## src/rtl/spart_rx.sv

```systemverilog
`timescale 1ns / 1ps
// spart_rx: 8N1 serial receiver, oversampled at 16x the baud rate.
//
// Ports:
//   clk        system clock, all state updates on the rising edge
//   rst        synchronous active-high reset
//   rxd        asynchronous serial line, idle high, LSB first
//   sample_en  single-clk pulse at 16x the baud rate
//   rd_ack     single-clk pulse, consumer has taken data
//   data       last received byte, held until the next load
//   rda        receive data available
//   frame_err  stop bit of the byte in data was sampled low
//   overrun    a byte was loaded while rda was still set
//
// The start bit is qualified at mid-bit (8 ticks after the falling edge is
// seen); every later bit is sampled 16 ticks after the previous sample, so
// data and stop bits are all taken near their centres.
module spart_rx (
  input  logic       clk,
  input  logic       rst,
  input  logic       rxd,
  input  logic       sample_en,
  input  logic       rd_ack,
  output logic [7:0] data,
  output logic       rda,
  output logic       frame_err,
  output logic       overrun
);

  typedef enum logic [2:0] {
    StIdle,
    StStart,
    StData,
    StStop,
    StWaitHigh
  } state_e;

  state_e      state_q, state_d;
  logic [1:0]  sync_q;
  logic        rxd_s;
  logic [3:0]  tick_q, tick_d;
  logic [2:0]  bit_q, bit_d;
  logic [7:0]  shift_q, shift_d;
  logic [7:0]  data_q, data_d;
  logic        rda_q, rda_d;
  logic        fe_q, fe_d;
  logic        ovr_q, ovr_d;
  logic        load;

  // Two-flop synchronizer; only rxd_s is used downstream.
  assign rxd_s = sync_q[1];

  always_ff @(posedge clk) begin
    if (rst) begin
      sync_q <= 2'b11;
    end else begin
      sync_q <= {sync_q[0], rxd};
    end
  end

  // Frame sequencing. Nothing moves between sample_en pulses.
  always_comb begin
    state_d = state_q;
    tick_d  = tick_q;
    bit_d   = bit_q;
    shift_d = shift_q;
    load    = 1'b0;

    if (sample_en) begin
      unique case (state_q)
        StIdle: begin
          if (!rxd_s) begin
            state_d = StStart;
            tick_d  = 4'd0;
          end
        end

        StStart: begin
          if (tick_q == 4'd7) begin
            // Mid start bit: a high line here was only a glitch.
            tick_d = 4'd0;
            bit_d  = 3'd0;
            if (!rxd_s) begin
              state_d = StData;
            end else begin
              state_d = StIdle;
            end
          end else begin
            tick_d = tick_q + 4'd1;
          end
        end

        StData: begin
          if (tick_q == 4'd15) begin
            tick_d  = 4'd0;
            // LSB arrives first, so shifting right leaves it in bit 0.
            shift_d = {rxd_s, shift_q[7:1]};
            bit_d   = bit_q + 3'd1;
            if (bit_q == 3'd7) begin
              state_d = StStop;
            end
          end else begin
            tick_d = tick_q + 4'd1;
          end
        end

        StStop: begin
          if (tick_q == 4'd15) begin
            tick_d = 4'd0;
            load   = 1'b1;
            // A low stop bit may be a break; wait for the line to recover
            // before hunting for another start bit.
            if (rxd_s) begin
              state_d = StIdle;
            end else begin
              state_d = StWaitHigh;
            end
          end else begin
            tick_d = tick_q + 4'd1;
          end
        end

        StWaitHigh: begin
          if (rxd_s) begin
            state_d = StIdle;
          end
        end

        default: begin
          state_d = StIdle;
          tick_d  = 4'd0;
          bit_d   = 3'd0;
        end
      endcase
    end
  end

  // Consumer-facing holding register and status flags. A load in the same
  // cycle as rd_ack wins: the consumer acknowledged the old byte, so the new
  // one is not an overrun.
  always_comb begin
    data_d = data_q;
    rda_d  = rda_q;
    fe_d   = fe_q;
    ovr_d  = ovr_q;

    if (load) begin
      data_d = shift_q;
      rda_d  = 1'b1;
      fe_d   = ~rxd_s;
      ovr_d  = rda_q & ~rd_ack;
    end else if (rd_ack && rda_q) begin
      rda_d = 1'b0;
      fe_d  = 1'b0;
      ovr_d = 1'b0;
    end
  end

  always_ff @(posedge clk) begin
    if (rst) begin
      state_q <= StIdle;
      tick_q  <= 4'd0;
      bit_q   <= 3'd0;
      shift_q <= 8'h00;
      data_q  <= 8'h00;
      rda_q   <= 1'b0;
      fe_q    <= 1'b0;
      ovr_q   <= 1'b0;
    end else begin
      state_q <= state_d;
      tick_q  <= tick_d;
      bit_q   <= bit_d;
      shift_q <= shift_d;
      data_q  <= data_d;
      rda_q   <= rda_d;
      fe_q    <= fe_d;
      ovr_q   <= ovr_d;
    end
  end

  assign data      = data_q;
  assign rda       = rda_q;
  assign frame_err = fe_q;
  assign overrun   = ovr_q;

endmodule

```

## config.mk

```make
export PLATFORM = sky130hd
export DESIGN_NAME = spart_rx
export DESIGN_NICKNAME = d
export VERILOG_FILES = /design/src/rtl/spart_rx.sv
export SDC_FILE = /design/constraint.sdc
export NUM_CORES = 1
export LEC_CHECK = 0
export BUFFER_PORTS_ARGS = -buffer_cell sky130_fd_sc_hd__clkbuf_2
export CAP_MARGIN = 20
export CORE_ASPECT_RATIO = 1.1
export CORE_UTILIZATION = 52
export DETAILED_ROUTE_END_ITERATION = 16
export GPL_TIMING_DRIVEN = 0
export PLACE_DENSITY_LB_ADDON = 0.05
export RECOVER_POWER = 50
export SLEW_MARGIN = 20
export SYNTH_ARGS = -nofsm -noshare
export SYNTH_HDL_FRONTEND = slang
export SYNTH_SLANG_ARGS = --single-unit
```

## constraint.sdc

```tcl
create_clock -name clk -period 3.5 [get_ports clk]
set_clock_uncertainty 0.2 [all_clocks]
set_input_delay 0.7 -clock clk [delete_from_list [all_inputs] [get_ports clk]]
set_output_delay 0.7 -clock clk [all_outputs]
set_load 0.005 [all_outputs]
```

==> results.txt, run 1 <==
In the global route stage, overall resource usage came out at 0.231. Max-cap violations in this run came to 0. The post-synthesis cell area is roughly 1400 µm². The clock edge transition at the registers on the reported setup and hold paths came out at around 0.1 ns. Entering global routing, the biggest net connects 11 pins. Summed over all cells, the static leakage comes to ~0.00066 µW. The total CTS buffers is 5. The area growth from synthesis to final layout came out at 10.8%.

The area of the core is ~2500 µm². The share of the clock period used by the worst path came out at 0.602. In this run the power density over the cells is between 300 and 400 nW/µm². The count of final hold-check violations came to 0. The worst slew margin relative to its limit is 0.452. During placement, the flow inserted port buffers numbering 14. The number of register bits inferred by synthesis is 31. The share of synthesized area in the top cell type comes to 0.435. The clock tree synthesis step divided the H-tree into 2 levels. The via density per instance came out at between 5 and 6. The number of filler instances in the final layout is 221. For the pin with the worst max-slew slack, the measured transition is between 0.8 and 0.9 ns.

sky130_fd_sc_hd__dfxtp_1 takes more of the synthesized area than any other cell. The number of setup buffers added after CTS is 0. The slack of the worst reg-to-reg path is between 1 and 1.5 ns.

The instance area after placement is roughly 1500 µm². The synthesized netlist cell count is 159. Hold is met by approximately 0.23 ns.

The detailed router used layers up to and including met4. The total inserted antenna cells came out at 0. The number of max-slew violations in the final report came out at 0.

The worst setup path is launched from a flop. No sink is reached through more buffers than the 2 on the longest clock path. The via count of the first global-routing pass is about 1100. The number of enable flip-flop cells after synthesis is 0.

The final total negative setup slack is 0 ns. Of the synthesized area, sequential elements account for 0.435. Counting every net in the synthesized netlist gives 167. The initialized floorplan defines 19 standard-cell rows. The amount of wire on met2 after detailed routing is approximately 1500 µm.

The initial DRC count is 43. The number of detailed-route iterations in the first pass is 4. The die footprint came out at a little under 3000 µm². The average wire length per cell after detail routing is ~14 µm. The detail route stage leaves a number of antenna-violating nets equal to 0. The worst setup path is captured at a flop. The number of synthesis warnings is 0. The number of buffers inserted for hold repair after clock tree synthesis is 0.

The type of the worst setup path is flop to flop. The wire length the detailed router placed on met1 is ~1300 µm. The fraction of synthesis flops using an asynchronous set or reset pin is 0. The total power of the final layout is 618 µW. Data on the critical path is required at its endpoint by around 3.5 ns.

The global-route wire length before repair is slightly below 5000 µm. The final RePlAce weighted congestion is around 0.92. In this run the worst path has a maximum fanout of 6. The total DRC errors in the routed layout came out at 0. By area the synthesized netlist is led by sky130_fd_sc_hd__dfxtp_1 43%, sky130_fd_sc_hd__nand2_1 8.2%, sky130_fd_sc_hd__mux2i_1 6.3%. The global-route congestion overflow total is 0.

By count the netlist is led by 31 x sky130_fd_sc_hd__dfxtp_1, 31 x sky130_fd_sc_hd__nand2_1, 16 x sky130_fd_sc_hd__a21oi_1, 9 x sky130_fd_sc_hd__mux2i_1, 6 x sky130_fd_sc_hd__nor2_1. The area of the multi-input gates is 726 µm². The final critical delay including setup and external delays came out at approximately 2.1 ns. A synthesized cell averages about 9.0 µm².

The wire length on met3 is between 100 and 150 µm. The total setup violations reported at the end of the flow came out at 0. The most instantiated flip-flop cell in the synthesis netlist is sky130_fd_sc_hd__dfxtp_1. Summing all flip-flop and latch instances after layout gives between 600 and 700 µm². The clock latency on the worst-skew pair is 0.34 ns. The layout net count came out at between 150 and 200. The fraction of final layout cells sized beyond drive strength 1 came out at 0.171. The number of antenna violations at the first check in global routing is 0. The highest clock rate came out at 474 MHz. The number of distinct library cell variants in the gate-level netlist after synthesis came out at between 40 and 50.

The worst-case vdd ir drop came out at roughly 0.34 mV. The summed area of non-filler cells in the final layout came out at approximately 1600 µm². For this design the top-level I/O count stands at 16.

The half-perimeter wire length after placement is between 2000 and 2500 µm. TritonCTS built the clock tree. Clock tree synthesis selected as its root buffer the cell sky130_fd_sc_hd__clkbuf_4. The data arrival at the endpoint of the critical path came out at 2.14 ns. Measured along the x axis, the die boundary spans between 50 and 60 µm. Summed over all layers, the routed wires come to between 2000 and 3000 µm. Setup repair after global routing left no endpoint under its margin.

The die is 57.0 µm tall. The flow ran to the end, and the final reports show no timing, DRC or antenna violations. The sink count of the clock tree is 31. In this run the worst hold path is classified as flop to flop. The initial core utilization is 0.561. Detailed routing inserted a total of approximately 1200 vias. The number of gates resized after CTS is 0.
[state kept, by name (all words and copies together) (netlist names)]
name / cells
sync_q: 2
overrun: 1
frame_err: 1
data: 8
tick_q: 4
bit_q: 3
shift_q: 8
rda: 1
state_q: 3
[cell type report]
type | instances | area share
well taps | 31 | 0.0245
inverters | 3 | 0.00712
multi-input cells | 115 | 0.459
plain buffers | 10 | 0.0396
clock inverters | 2 | 0.00791
clock buffers | 6 | 0.0261
repair buffers | 14 | 0.0435
flip-flops and latches | 31 | 0.392
[critical path, cell delays in order, from the launching register on]
cell and delay (ns):
sky130_fd_sc_hd__dfxtp_1 0.36, sky130_fd_sc_hd__ha_1 0.27, sky130_fd_sc_hd__a311oi_1 0.74, sky130_fd_sc_hd__nor3_1 0.17
sky130_fd_sc_hd__a41o_1 0.27
[routing by layer]
metal  vias up  global-route usage
li1        616                   -
met1       588               0.283
met2        27               0.374
met3         4              0.0720
met4         0              0.0927
met5         -                   0
[report_power, final]
group          switching [µW]  leakage, µW  total [µW]  internal, µW
sequential               3.42     0.000250         359           356
combinational            34.6     0.000378        55.3          20.6
clock                     126    0.0000282         203          77.4
total                     164     0.000656         618           454
[stage by stage]
step           setup slack, ns  std cells   util
6_report                  1.39        212  0.622
5_1_grt                   1.24        212  0.622
4_1_cts                   1.56        212  0.625
3_5_place_dp              1.33        204  0.604
3_3_place_gp              1.35        204  0.604
2_1_floorplan             1.55        159      -
[logic make-up after synthesis]
logic type	count (synthesis)	share of synthesized area
xor+xnor	3	0.0184
buf+inv	13	0.0526
simple gates	61	0.216
compound gates	39	0.188
flops	31	0.435
mux	9	0.0631
fa+ha+maj	3	0.0263
[worst paths after layout]
kind / to / from / cells past startpoint
worst max-delay path: bit_q[2]$_SDFFE_PP0P_ / tick_q[0]$_SDFFE_PP0P_ / 4
worst min-delay path: sync_q[1]$_SDFF_PP1_ / sync_q[0]$_SDFF_PP1_ / 1
worst max register to register: bit_q[2]$_SDFFE_PP0P_ / tick_q[0]$_SDFFE_PP0P_ / 4
worst min register to register: sync_q[1]$_SDFF_PP1_ / sync_q[0]$_SDFF_PP1_ / 1
[layout by cell type (no fill, tap or decap), types with 2 or more instances in the layout]
cell and instances:
sky130_fd_sc_hd__nand2_1 31, sky130_fd_sc_hd__dfxtp_1 31, sky130_fd_sc_hd__a21oi_1 16, sky130_fd_sc_hd__clkbuf_2 13
sky130_fd_sc_hd__mux2i_1 9, sky130_fd_sc_hd__clkbuf_1 8, sky130_fd_sc_hd__nor2_1 6, sky130_fd_sc_hd__o31ai_1 5
sky130_fd_sc_hd__clkbuf_4 5, sky130_fd_sc_hd__nand3_1 4, sky130_fd_sc_hd__o211ai_1 3, sky130_fd_sc_hd__inv_1 3
sky130_fd_sc_hd__ha_1 3, sky130_fd_sc_hd__buf_4 2, sky130_fd_sc_hd__xor2_1 2, sky130_fd_sc_hd__o211a_1 2
sky130_fd_sc_hd__nand4_1 2, sky130_fd_sc_hd__o21ai_0 2, sky130_fd_sc_hd__or2_2 2, sky130_fd_sc_hd__a31oi_1 2
sky130_fd_sc_hd__or4_1 2, sky130_fd_sc_hd__and3_1 2, sky130_fd_sc_hd__nand2b_1 2
(Power assumes the default switching activity.)
==> inputs of run 2 (changes only) <==
==> constraint.sdc (replaced) <==
create_clock -name clk -period 2.1 [get_ports clk]
set_clock_uncertainty 0.2 [all_clocks]
set_input_delay 0.42 -clock clk [delete_from_list [all_inputs] [get_ports clk]]
set_output_delay 0.42 -clock clk [all_outputs]
set_load 0.005 [all_outputs]
==> run 2 against run 1 <==
Compared with the run above: global-route usage unchanged; sequential power grew 67%; register-to-register slack worse by 1.2 ns; clock-buffer cell count is the same; setup slack got worse by 1.2 ns; critical endpoint is now frame_err$_SDFFE_PP0P_.
==> results.txt, run 2 (same netlist as run 1, synthesis figures left out) <==
The flow ran to the end, and the final reports show no timing, DRC or antenna violations. The worst slew margin relative to its limit came out at 0.534 (+0.0824). The die boundary height is 57.0 µm (unchanged). The data required time of the worst path came out at 2.17 ns (-1.37 ns). The CTS tree is done. After global routing, the most crowded layer is met2. The final total negative setup slack is 0 ns (unchanged). The total setup violations reported at the end of the flow came to 0 (unchanged).

The number of setup buffers added after CTS came out at 0 (unchanged). The library cells used most frequently in the layout, excluding fill and tap cells, are 31 x sky130_fd_sc_hd__nand2_1, 31 x sky130_fd_sc_hd__dfxtp_1, 16 x sky130_fd_sc_hd__a21oi_1, 13 x sky130_fd_sc_hd__clkbuf_2, 9 x sky130_fd_sc_hd__mux2i_1. The number of levels in the clock H-tree is 2 (unchanged).

The clock latency on the worst-skew pair was 0.33 ns (about the same). The smallest hold slack is 0.0641 ns (-0.168 ns). The number of primary I/O pins came out at 16 (unchanged). The endpoint identified for the worst register-to-register timing path is frame_err$_SDFFE_PP0P_. The global-route wire length before repair came to 4960 µm (unchanged). The number of detailed-route iterations in the first pass came out at 4 (unchanged).

The aggregate routed wire length was 2920 µm (-0.14%). The ratio of total power to cell area came to 649 nW/µm² (+66%). The share of the clock period used by the worst path is 0.917 (+0.315). The die span in x came out at 52.0 µm (unchanged). The type of the worst setup path is flop to flop. The slew at the pin closest to its max-slew limit came out at 0.693 ns (-0.124 ns). The average wire length per cell after detail routing came out at 13.8 µm (-0.14%). The number of buffers inserted for hold repair after clock tree synthesis came to 0 (unchanged). The detailed-route via count was 1230 (-0.40%). The global routing met2 resource utilization is 0.374 (unchanged).

The fraction of final layout cells sized beyond drive strength 1 is 0.182 (+0.0110). The number of gates resized after CTS came out at 0 (unchanged). The sink count of the clock tree is 31 (unchanged). The startpoint identified for the worst register-to-register timing path is tick_q[0]$_SDFFE_PP0P_. STA classifies the critical path endpoint as a flop.

The layout net count is 188 (unchanged). The slack of the worst reg-to-reg path was 0.17 ns (-1.22 ns). The area used by sequential logic in the layout is 621 µm² (unchanged). The total inserted antenna cells is 0 (unchanged). The data arrival at the endpoint of the critical path is 2.00 ns (-0.14 ns). The initial DRC count is 43 (unchanged). The worst hold path terminates at sync_q[0]$_SDFF_PP1_. The global-route congestion overflow total is 0 (unchanged). The total DRC errors in the routed layout is 0 (unchanged). The total CTS buffers is 5 (unchanged). The final RePlAce weighted congestion is 0.922 (unchanged). The count of final hold-check violations came out at 0 (unchanged). The number of port buffers is 14 (unchanged).

The via density per instance is 5.80 (-0.40%). The hold path depth came out at 2 (+1). In this run the worst hold path is classified as input pin to flop. The maximum fanout encountered on the critical timing path was 10 (+4). The logic depth of the worst register-to-register path is 6 (+2).

The number of max-slew violations in the final report is 0 (unchanged). The initial core utilization came out at 0.561 (unchanged). The maximum number of pins on one net before global-route repair came out at 11 (unchanged). The worst-case clock buffer depth came out at 2 (unchanged). The number of filler instances in the final layout is 219 (-0.90%).

The final critical delay including setup and external delays is 1.93 ns (-0.182 ns). The antenna violation net count after detailed routing is 0 (unchanged). The number of rows created at floorplan came out at 19 (unchanged). The reported leakage power came out at 0.000662 µW (+0.92%). The die footprint came out at 2960 µm² (unchanged). The launching element type of the critical path is a flop. The number of violations of the max-capacitance limit is 0 (unchanged). The global routing usage summed across all routing layers is 0.231 (unchanged). The root buffer cell chosen for the clock tree is sky130_fd_sc_hd__clkbuf_4.

The area of the multi-input gates was 732 µm² (+0.86%). The routing usage on met3 is 0.0720 (unchanged). The clock edge transition at the registers on the reported setup and hold paths came out at 0.10 ns (about the same).

The worst-case vdd ir drop came out at 0.564 mV (+67%). Setup repair after global routing left no endpoint under its margin. The half-perimeter wire length after placement came out at 2080 µm (unchanged). The via count of the first global-routing pass is 1125 (unchanged).

The highest clock rate was 519 MHz (+9.4%). The met1 routing resource usage after global routing came out at 0.283 (unchanged). The area of the core is 2540 µm² (unchanged). The area growth from synthesis to layout is 11.3%.

The worst slack at placement is 0.205 ns (-1.12 ns). The start point of the worst min-delay path is rxd. The number of antenna violations at the first check in global routing came out at 0 (unchanged). The worst-case setup margin in the final layout is 0.174 ns (-1.22 ns).
[run 2: cell types whose count changed in the layout (fill, tap and decap cells not counted), sizes merged]
cell | previous run | this run
clkbuf | 27 | 26
buf | 3 | 4
[run 2: through the flow]
step | std cells | utilization | instance area, µm² | power, µW
floorplan | 159 | - | 1430 | 683
global placement | 204 | 0.604 | 1540 | 703
detailed placement | 204 | 0.604 | 1540 | 705
CTS | 212 | 0.625 | 1590 | 1040
global route | 212 | 0.625 | 1590 | 1080
finish | 212 | 0.625 | 1590 | 1030
[run 2: worst max-delay path, cell delays in order (launching register included)]
cell and delay [ns]:
sky130_fd_sc_hd__dfxtp_1 0.35, sky130_fd_sc_hd__ha_1 0.28, sky130_fd_sc_hd__and3_2 0.27, sky130_fd_sc_hd__nand3_1 0.10
sky130_fd_sc_hd__clkbuf_1 0.38, sky130_fd_sc_hd__nand3_1 0.13, sky130_fd_sc_hd__a21oi_1 0.13
[run 2: how the worst max path moves through the flow]
stage	startpoint	endpoint	slack, ns	cells after the start
2_1_floorplan	sample_en	tick_q[2]$_SDFFE_PP0P_	0.43	4
3_3_place_gp	sample_en	tick_q[2]$_SDFFE_PP0P_	0.23	4
3_5_place_dp	tick_q[0]$_SDFFE_PP0P_	frame_err$_SDFFE_PP0P_	0.21	6
4_1_cts	tick_q[0]$_SDFFE_PP0P_	frame_err$_SDFFE_PP0P_	0.16	6
5_1_grt	tick_q[0]$_SDFFE_PP0P_	frame_err$_SDFFE_PP0P_	0.04	6
6_report	tick_q[0]$_SDFFE_PP0P_	frame_err$_SDFFE_PP0P_	0.17	6
[run 2: cell type report]
| cell class | count | share of cell area |
|---|---|---|
| Multi-Input combinational cell | 115 | 0.461 |
| Sequential cell | 31 | 0.391 |
| Timing Repair Buffer | 14 | 0.0433 |
| Buffer | 10 | 0.0402 |
| Clock buffer | 6 | 0.0260 |
| Tap cell | 31 | 0.0244 |
| Clock inverter | 2 | 0.00787 |
| Inverter | 3 | 0.00709 |
[run 2: metal layers]
layer	vias up	share of wire
met1	584	0.44
met2	26	0.50
li1	616	-
met5	-	0
met4	0	0.0096
met3	4	0.048
[run 2: power breakdown]
part	switching [µW]	internal [µW]	leakage, µW
Combinational	58.1	35.4	0.000384
Clock	210	129	0.0000282
Sequential	5.67	593	0.000250
==> inputs of run 3 (changes only) <==
--- a/config.mk
+++ b/config.mk
@@ -11,6 +11,7 @@
 export CORE_UTILIZATION = 52
 export DETAILED_ROUTE_END_ITERATION = 16
 export GPL_TIMING_DRIVEN = 0
+export MAX_ROUTING_LAYER = met4
 export PLACE_DENSITY_LB_ADDON = 0.05
 export RECOVER_POWER = 50
 export SLEW_MARGIN = 20
==> constraint.sdc (replaced) <==
create_clock -name clk -period 2.1 [get_ports clk]
set_clock_uncertainty 0.2 [all_clocks]
set_input_delay 0.525 -clock clk [delete_from_list [all_inputs] [get_ports clk]]
set_output_delay 0.525 -clock clk [all_outputs]
set_load 0.005 [all_outputs]
==> run 3 against run 2 <==
Compared with the run above: fmax decreased by 0.16%; sequential power about the same; design area unchanged; power about the same; first-iteration DRC count decreased by 9.3%; cell count unchanged; combinational power increased by 0.4%; die area unchanged; global-route usage increased by 0.59 points; critical path depth unchanged; critical endpoint unchanged.
==> results.txt, run 3 (same netlist as run 1, synthesis figures left out) <==
The ratio of total power to cell area is 649 nW/µm² (about the same). The final RePlAce weighted congestion came out at 0.938 (+1.7%). The worst slew margin relative to its limit came out at 0.534 (about the same).

In this run the worst hold path is classified as input pin to flop. The library cells used most frequently in the layout, excluding fill and tap cells, are 31 x sky130_fd_sc_hd__nand2_1, 31 x sky130_fd_sc_hd__dfxtp_1, 16 x sky130_fd_sc_hd__a21oi_1, 13 x sky130_fd_sc_hd__clkbuf_2, 9 x sky130_fd_sc_hd__mux2i_1. The initial core utilization came out at 0.561 (unchanged). The number of port buffers was 14 (unchanged). The total setup violations reported at the end of the flow is 0 (unchanged). The antenna violation net count after detailed routing is 0 (unchanged). The global-route congestion overflow total is 0 (unchanged).

The data required time of the worst path is 2.17 ns (about the same). The die footprint is 2960 µm² (unchanged). The share of the clock period used by the worst path came to 0.919 (+0.00144). Setup repair after global routing left no endpoint under its margin. The total CTS buffers is 5 (unchanged). The final critical delay including setup and external delays came out at 1.93 ns (+0.00303 ns). The number of filler instances in the final layout is 219 (unchanged). The maximum number of pins on one net before global-route repair came to 11 (unchanged).

The total inserted antenna cells is 0 (unchanged). The half-perimeter wire length after placement came out at 2080 µm (unchanged). The number of gates resized after CTS is 0 (unchanged). The summed area of non-filler cells in the final layout came out at 1590 µm² (unchanged). The number of buffers inserted for hold repair after clock tree synthesis came to 0 (unchanged). The type of the worst setup path is flop to flop. The average wire length per cell after detail routing is 13.8 µm (+0.38%). The aggregate routed wire length came out at 2930 µm (+0.38%). The sink count of the clock tree is 31 (unchanged).

The worst-case setup margin in the final layout came to 0.171 ns (-0.00303 ns). The worst-case clock buffer depth is 2 (unchanged). The die boundary height came out at 57.0 µm (unchanged).

The data arrival at the endpoint of the critical path is 2.00 ns (about the same). The instance area after placement came out at 1540 µm² (unchanged). The detailed-route via count is 1242 (+0.98%).

The number of violations of the max-capacitance limit was 0 (unchanged). The total DRC errors in the routed layout came out at 0 (unchanged). The smallest hold slack came out at 0.172 ns (+0.108 ns). The initial DRC count is 39 (-9.3%).

The library cell used as clock root buffer is sky130_fd_sc_hd__clkbuf_4. The count of final hold-check violations is 0 (unchanged). The number of max-slew violations in the final report came out at 0 (unchanged). The launching element type of the critical path is a flop. The highest clock rate is 518 MHz (-0.16%). The CTS tree is done.

The number of levels in the clock H-tree came to 2 (unchanged). The via count of the first global-routing pass came out at 1126 (+0.089%). The worst slack at placement was 0.102 ns (-0.103 ns). The maximum fanout encountered on the critical timing path came out at 10 (unchanged). The layout net count is 188 (unchanged).

The worst-case vdd ir drop is 0.564 mV (about the same). The number of primary I/O pins came out at 16 (unchanged). The reported leakage power was 0.000662 µW (unchanged). The via density per instance came out at 5.86 (+0.98%). The global-route wire length before repair came out at 4960 µm (unchanged). The number of setup buffers added after CTS is 0 (unchanged). The clock latency on the worst-skew pair is 0.33 ns (about the same). The number of detailed-route iterations in the first pass is 4 (unchanged). The final total negative setup slack is 0 ns (unchanged). The sort of element at the end of the critical path is a flop.

The area growth from synthesis to final layout was 11.3% (unchanged). The number of antenna violations at the first check in global routing is 0 (unchanged). The flow ran to the end, and the final reports show no timing, DRC or antenna violations.

The fraction of final layout cells sized beyond drive strength 1 came out at 0.182 (unchanged). The global routing usage summed across all routing layers is 0.237 (+0.00593). The slew at the pin closest to its max-slew limit is 0.693 ns (+0.000315 ns). The clock edge transition at the registers on the reported setup and hold paths is 0.10 ns (about the same). The die span in x is 52.0 µm (unchanged). The number of rows created at floorplan came out at 19 (unchanged). The area of the core is 2540 µm² (unchanged).
-- run 3: cell counts in the layout (fill, tap and decap cells not counted) --
No cell type changed its count.
-- run 3: area by class of cell --
cell class	count	area [µm²]	area share
clock inverters	2	12.5	0.00787
well taps	31	38.8	0.0244
multi-input cells	115	732	0.461
plain buffers	10	63.8	0.0402
inverters	3	11.3	0.00709
repair buffers	14	68.8	0.0433
flip-flops and latches	31	621	0.391
clock buffers	6	41.3	0.0260
-- run 3: per-layer routing --
layer,global-route usage,vias up,share of wire
met3,0.0480,6,0.033
met5,-,-,0
met2,0.374,22,0.49
met1,0.285,600,0.45
li1,-,614,-
met4,0.116,0,0.019
-- run 3: worst max-delay path: stages (launching register included) --
cell and delay, ns:
sky130_fd_sc_hd__dfxtp_1 0.36, sky130_fd_sc_hd__ha_1 0.28, sky130_fd_sc_hd__and3_2 0.27, sky130_fd_sc_hd__nand3_1 0.10
sky130_fd_sc_hd__clkbuf_1 0.38, sky130_fd_sc_hd__nand3_1 0.13, sky130_fd_sc_hd__a21oi_1 0.13
-- run 3: power breakdown --
part | internal [µW] | total [µW] | switching (µW)
Sequential | 593 | 599 | 5.79
Clock | 129 | 338 | 209
Combinational | 35.4 | 94.0 | 58.6
Total | 758 | 1030 | 274
-- run 3: per-stage QoR --
step	cells	utilization	total power, µW
final	212	0.625	1030
after global routing	212	0.625	1070
after CTS	212	0.625	1040
after detailed placement	204	0.604	705
after global placement	204	0.604	703
after floorplan	159	-	683
-- run 3: path summary, 6_finish.rpt --
kind,startpoint,endpoint,slack (ns),cells after the start
max,tick_q[0]$_SDFFE_PP0P_,frame_err$_SDFFE_PP0P_,0.17,6
min,rxd,sync_q[0]$_SDFF_PP1_,0.17,2
min reg2reg,sync_q[0]$_SDFF_PP1_,sync_q[1]$_SDFF_PP1_,0.23,1
max reg2reg,tick_q[0]$_SDFFE_PP0P_,frame_err$_SDFFE_PP0P_,0.17,6
